==> src/rtl/serial_full_subtractor_pkg.sv <==
// -----------------------------------------------------------------------------
// serial_full_subtractor_pkg
//
// Shared definitions for the bit-serial subtractor:
//   - state_t   : controller state encoding (ST_IDLE, ST_RUN)
//   - cnt_width : width of the bit counter for a given operand width
// -----------------------------------------------------------------------------
package serial_full_subtractor_pkg;

    typedef enum logic {
        ST_IDLE = 1'b0,
        ST_RUN  = 1'b1
    } state_t;

    // The counter only ever holds 0..width-1, so $clog2(width) bits suffice.
    // The floor of 1 keeps the vector legal for the smallest widths.
    function automatic int cnt_width(input int width);
        int w;
        w = $clog2(width);
        return (w < 1) ? 1 : w;
    endfunction

endpackage

==> src/rtl/serial_full_subtractor_full_subtractor.sv <==
// -----------------------------------------------------------------------------
// full_subtractor
//
// Single-bit combinational full-subtractor cell: d = a - b - bin.
//
// Ports:
//   a    in  1  minuend bit
//   b    in  1  subtrahend bit
//   bin  in  1  borrow in
//   d    out 1  difference bit
//   bout out 1  borrow out
// -----------------------------------------------------------------------------
module full_subtractor (
    input  logic a,
    input  logic b,
    input  logic bin,
    output logic d,
    output logic bout
);

    assign d    = a ^ b ^ bin;
    // Borrow when b exceeds a outright, or when the bits are equal and a
    // borrow is already pending.
    assign bout = (~a & b) | (~(a ^ b) & bin);

endmodule

==> src/rtl/serial_full_subtractor.sv <==
// -----------------------------------------------------------------------------
// serial_full_subtractor
//
// Bit-serial WIDTH-bit unsigned subtractor computing d = a - b - bin one bit
// per clock, LSB first, through one full-subtractor cell and a registered
// borrow. A start/busy/done handshake sequences operations.
//
// Ports:
//   clk    in  1      rising-edge clock
//   rst    in  1      synchronous active-high reset
//   start  in  1      request, sampled only while busy=0
//   a      in  WIDTH  minuend, captured on an accepted start
//   b      in  WIDTH  subtrahend, captured on an accepted start
//   bin    in  1      borrow in, captured on an accepted start
//   busy   out 1      operation in progress
//   done   out 1      one-cycle pulse when d/bout are updated
//   d      out WIDTH  difference, held until the next completion
//   bout   out 1      final borrow out, held with d
// -----------------------------------------------------------------------------
module serial_full_subtractor
    import serial_full_subtractor_pkg::*;
#(
    parameter int WIDTH = 8
) (
    input  logic             clk,
    input  logic             rst,
    input  logic             start,
    input  logic [WIDTH-1:0] a,
    input  logic [WIDTH-1:0] b,
    input  logic             bin,
    output logic             busy,
    output logic             done,
    output logic [WIDTH-1:0] d,
    output logic             bout
);

    localparam int CW = cnt_width(WIDTH);
    localparam logic [CW-1:0] LAST_BIT = CW'(WIDTH - 1);

    state_t           state_q, state_d;
    logic [CW-1:0]    cnt_q, cnt_d;
    logic [WIDTH-1:0] a_sh_q, a_sh_d;
    logic [WIDTH-1:0] b_sh_q, b_sh_d;
    logic             br_q, br_d;
    // Holds the WIDTH-1 bits already produced; the final bit joins them
    // on the MSB edge, so the full result never needs its own shift slot.
    logic [WIDTH-2:0] res_q, res_d;
    logic [WIDTH-1:0] d_q, d_d;
    logic             bout_q, bout_d;
    logic             done_q, done_d;

    logic             cell_diff;
    logic             cell_borrow;
    logic [WIDTH-1:0] res_next;

    full_subtractor u_cell (
        .a    (a_sh_q[0]),
        .b    (b_sh_q[0]),
        .bin  (br_q),
        .d    (cell_diff),
        .bout (cell_borrow)
    );

    // New bit enters at the MSB; after WIDTH edges bit 0 is the first diff.
    assign res_next = {cell_diff, res_q};

    always_ff @(posedge clk) begin
        if (rst) begin
            state_q <= ST_IDLE;
            cnt_q   <= '0;
            a_sh_q  <= '0;
            b_sh_q  <= '0;
            br_q    <= 1'b0;
            res_q   <= '0;
            d_q     <= '0;
            bout_q  <= 1'b0;
            done_q  <= 1'b0;
        end else begin
            state_q <= state_d;
            cnt_q   <= cnt_d;
            a_sh_q  <= a_sh_d;
            b_sh_q  <= b_sh_d;
            br_q    <= br_d;
            res_q   <= res_d;
            d_q     <= d_d;
            bout_q  <= bout_d;
            done_q  <= done_d;
        end
    end

    always_comb begin
        state_d = state_q;
        cnt_d   = cnt_q;
        a_sh_d  = a_sh_q;
        b_sh_d  = b_sh_q;
        br_d    = br_q;
        res_d   = res_q;
        d_d     = d_q;
        bout_d  = bout_q;
        done_d  = 1'b0;

        case (state_q)
            ST_IDLE: begin
                if (start) begin
                    a_sh_d  = a;
                    b_sh_d  = b;
                    br_d    = bin;
                    res_d   = '0;
                    cnt_d   = '0;
                    state_d = ST_RUN;
                end
            end
            ST_RUN: begin
                // start is deliberately not looked at here: a request while
                // busy is dropped without disturbing the captured operands.
                a_sh_d = {1'b0, a_sh_q[WIDTH-1:1]};
                b_sh_d = {1'b0, b_sh_q[WIDTH-1:1]};
                br_d   = cell_borrow;
                res_d  = res_next[WIDTH-1:1];
                cnt_d  = cnt_q + CW'(1);
                if (cnt_q == LAST_BIT) begin
                    d_d     = res_next;
                    bout_d  = cell_borrow;
                    done_d  = 1'b1;
                    state_d = ST_IDLE;
                end
            end
            default: begin
                state_d = ST_IDLE;
            end
        endcase
    end

    assign busy = (state_q == ST_RUN);
    assign done = done_q;
    assign d    = d_q;
    assign bout = bout_q;

endmodule

==> config.mk <==
export PLATFORM = sky130hd
export DESIGN_NAME = serial_full_subtractor
export DESIGN_NICKNAME = d
export VERILOG_FILES = /design/src/rtl/serial_full_subtractor_pkg.sv /design/src/rtl/serial_full_subtractor_full_subtractor.sv /design/src/rtl/serial_full_subtractor.sv
export SDC_FILE = /design/constraint.sdc
export NUM_CORES = 1
export LEC_CHECK = 0
export ABC_AREA = 1
export CORE_MARGIN = 2
export CORE_UTILIZATION = 40
export DETAILED_ROUTE_END_ITERATION = 10
export SYNTH_ARGS = -nofsm -noshare
export SYNTH_HDL_FRONTEND = slang
export SYNTH_SLANG_ARGS = --single-unit
==> constraint.sdc <==
create_clock -name clk -period 3.9 [get_ports clk]
set_clock_uncertainty 0.15 [all_clocks]
set_input_delay 0.78 -clock clk [delete_from_list [all_inputs] [get_ports clk]]
set_output_delay 0.78 -clock clk [all_outputs]
set_load 0.05 [all_outputs]
# == Yosys cells after proc, flatten, opt, wreduce, memory -nomap -nowiden ==
# Cells that the tools add are included.
# word_totals
register_bits,38
inputBits,20
out_inout_bits,11
word_cells,36
# classes
n_addsub,1
eq_ne,2
muxes,14
bitwise,8
n_reduce_logical,2
# ops
op,n
8-bit one-hot mux with 2 select lines,2
8-bit two-way mux,2
7-bit one-hot mux with 2 select lines,1
7-bit two-way mux,1
3-bit one-hot mux with 2 select lines,1
1-bit two-way mux,4
1-bit one-hot mux with 2 select lines,2
3-bit by 1-bit adder with 3-bit output (second input constant),1
3-bit == test (second input constant),1
3-bit two-way mux,1
1-bit inverter,3
1-bit bitwise AND,2
2-bit inequality test (second input constant),1
2-bit AND reduction,1
2-bit OR reduction,1
1-bit XOR,2
1-bit OR,1

# == Depth between registers and ports, before layout ==
# logic_depth
depth_word,5
ltp_mapped,7
mapped_depth_nobuf,7

# == Cells and area by module ==
# A second synthesis with hierarchy kept.
# hier_totals
hier_cells,218
area_unflattened_um2,1625.3
# by_module_without_submodules
mod,n_inst,cells_each,area_each_um2,seq_area_each_um2
serial_full_subtractor,1,214,1594.0,760.7
full_subtractor,1,4,31.3,0.0

# == Least setup slack after synthesis ==
# No wires, ideal clock.
# synth_path
kind,input port to flip-flop
from,input port start
to,register a_sh_q[0]
setup_ns,0.057
arrival_time_ns,1.419
path_slack_ns,2.274
stages,7
n_path_buf,2
cell_sequence,buf_6 -> nor2_4 -> buf_4 -> nand2_1 -> nand3_1 -> nand2_1 -> inv_1
# synth_via
elab_chain_cells,1
# synth_rtl
item,line,rtl
start: declaration,serial_full_subtractor.sv:27,"input logic start,"
2-bit inequality test (no source line),-,
end signal: assignment,serial_full_subtractor.sv:81,a_sh_q <= a_sh_d;
end: declaration,serial_full_subtractor.sv:42,"logic [WIDTH-1:0] a_sh_q, a_sh_d;"
# No other way between the ends.
# A chain may end at the register's enable or synchronous reset.

# == Final worst setup path ==
# layout_path
from,register state_q (netlist: busy)
to,output port busy
# layout_lines
item,line,rtl
start: declaration,serial_full_subtractor.sv:40,"state_t state_q, state_d;"
start signal: assignment,serial_full_subtractor.sv:79,state_q <= state_d;
end: declaration,serial_full_subtractor.sv:31,"output logic busy,"
# No word-level cell between the ends.

==> flow_summary.ini <==
[yosys]
ys.flop_type = dfxtp_1
synth_area_per_cell_um2 = 7.25
ys_seq_area_frac = 0.484
yosys.area.top_type_share = 0.484
postSynthCellCount = 217
post-synth-top-count-cell = nand2_1
syn_nets = 240
synth_area_leaders = dfxtp_1 (48%), nand2_1 (20%), nand3_1 (13%)
synth_seq_cells = 38
synth_commonest_cells = nand2_1 (85), nand3_1 (40), dfxtp_1 (38)
async_flop_share = 0
synth_cell_types = 16
synth-edff-count = 0
syn_area_um2 = 1570
synth_top_area_cell = dfxtp_1
yosys_warnings = 0

[clocking]
cts_tree = built
h-tree-depth = 2
clkSlewWorstSetupHoldPaths_ps = 80
clockRootBuffer = clkbuf_8
cts_resized = 0
postCtsSetupRepairBufs = 0
cts_buffers = 5
worstSkewPairLatency_ps = 290
cts.sinks = 38
clk_path_buf_depth = 2
holdBufCountCts = 0

[global_route]
grt_usage = 0.167
grt_max_degree = 31
antenna_found_initial = 0
grt.overflow.total = 0
grt_pass1_vias = 1282
grt_pass1_wl_mm = 5.64

[floorplan]
die_x_um = 66.7
die_y_um = 66.7
core_um2 = 3720
row_count = 22
initial_utilization = 0.423
dieArea_um2 = 4450
ioPinCount = 31

[pwr]
pwr-share-clk = 0.360
netSwitchingPower_mw = 0.187
swShare = 0.244
p_leak_nw = 0.915
vdd_drop_max_mv = 0.200
combPwrFrac = 0.108
power_density_nw_per_um2 = 391
internal-power_mw = 0.579
seq_power_share = 0.532

[sta]
finalSetupTns_ps = 0
drv_slew = 0
setup_violations = 0
post-route-min-period_ps = 2710
max_slew_margin = 0.553
rsz0062_at_grt = false
fin_crit_sh = 0.695
fmax_mhz = 369
finalHoldViolCount = 0
tightest_slew_ps = 669
fin_ws_ps = 1190

[final_layout]
n_fill_cell = 385
drive_above_1_share = 0.0490
areaGrowthSynthToFinish_pct = 24.5
diodes = 0
num-nets-final = 267

[status]
outcome = complete, no violations

[placed_design]
numPortBuffers = 30
hpwl_mm = 2.05
gp_congestion = 0.730
pre_cts_ws_ps = 1180

[setup_path]
cp_cell_sequence = buf_4 -> clkdlybuf4s50_1
cp_data_required_time_ps = 2970
cp_top_family = buffers and inverters
cp_slowest_cell = clkdlybuf4s50_1
worstSetupStartpointType = flip-flop
endpoint_kind = primary output
arrival_ps = 1780
crit_type = reg -> out
crit_path_start = busy$_SDFF_PP0_
r2r_start = busy$_SDFF_PP0_
rrSetupSlack_ps = 2310
cpPeakStageDelay_ps = 870
worstPathMaxFanout = 30
cp_num_buf_inv = 2

[detailed_routing]
drc = 0
routedWlPerCell_um = 11.0
drt-total-wl_mm = 3.23
drtIter0Drc = 55
vias_per_cell = 4.72
vias = 1383
dr.pass1.iters = 4
final_antenna_net_count = 0

[hold_path]
min_from = res_q[0]$_SDFFE_PP0P_
hp-class = reg -> reg

[job]
max_cap_viol_count = 0
power groups by stage:
| stage | registers (mW) | logic (mW) | clock network [mW] |
|---|---|---|---|
| 2_1_floorplan | 0.418 | 0.0534 | 0 |
| 3_3_place_gp | 0.417 | 0.0834 | 0 |
| 3_5_place_dp | 0.417 | 0.0834 | 0 |
| 4_1_cts | 0.408 | 0.0839 | 0.283 |
| 5_1_grt | 0.409 | 0.0943 | 0.299 |
| 6_report | 0.408 | 0.0825 | 0.276 |
through the flow:
step	cell area (um^2)	hold slack [ps]	std cells	power [mW]	utilization
2_1_floorplan	1570	269	217	0.472	-
6_report	1960	309	293	0.766	0.527
4_1_cts	1960	312	293	0.775	0.527
3_5_place_dp	1870	288	285	0.500	0.502
5_1_grt	1960	330	293	0.803	0.527
3_3_place_gp	1870	290	285	0.500	0.502
layer usage:
metal  GRT usage  part of all wire  vias up
li1            -                 -      729
met5           0                 0        -
met3      0.0389             0.040        8
met4      0.0765             0.019        0
met1       0.211              0.50      623
met2       0.268              0.44       23
layout by cell type (no fill, tap or decap), drive strengths merged:
cell type / instances
a21oi: 12
buf: 1
clkbuf: 7
clkdlybuf4s50: 30
clkinv: 1
dfxtp: 38
fa: 1
ha: 2
inv: 22
nand2: 85
nand3: 40
nor2: 5
o21ai: 1
worst paths after layout:
kind | to | cells after the start
worst max register to register | b_sh_q[5]$_SDFFE_PP0P_ | 6
worst min register to register | d[0]$_SDFFE_PP0P_ | 2
worst min-delay path | d[0]$_SDFFE_PP0P_ | 2
worst max-delay path | busy | 2
layout make-up:
class | count | area (um^2) | share of cell area
clock inverter | 1 | 5.00 | 0.00256
tap | 48 | 60.1 | 0.0307
clock buffer | 7 | 86.3 | 0.0441
sequential | 38 | 761 | 0.388
multi-input combinational | 146 | 656 | 0.335
inverter | 22 | 82.6 | 0.0422
timing repair buffer | 31 | 308 | 0.157
state kept, by name, indices dropped and copies added, names as in the netlist:
signal,flops
busy,1
b_sh_q,8
br_q,1
d,8
a_sh_q,8
done,1
res_q,7
bout,1
cnt_q,3
kinds of logic (layout without fill, tap and decap cells):
| logic type | after synthesis | count (layout) | share of synthesized area |
|---|---|---|---|
| flops | 38 | 38 | 0.484 |
| fa+ha+maj | 3 | 3 | 0.0286 |
| buf+inv | 33 | 61 | 0.0994 |
| simple gates | 130 | 130 | 0.347 |
| compound gates | 13 | 13 | 0.0414 |
tightest hold or removal path, stage by stage, from the launching register on:
cell	delay (ps)
dfxtp_1	310
nand2_1	60
nand2_1	40
(Power assumes the default switching activity.)
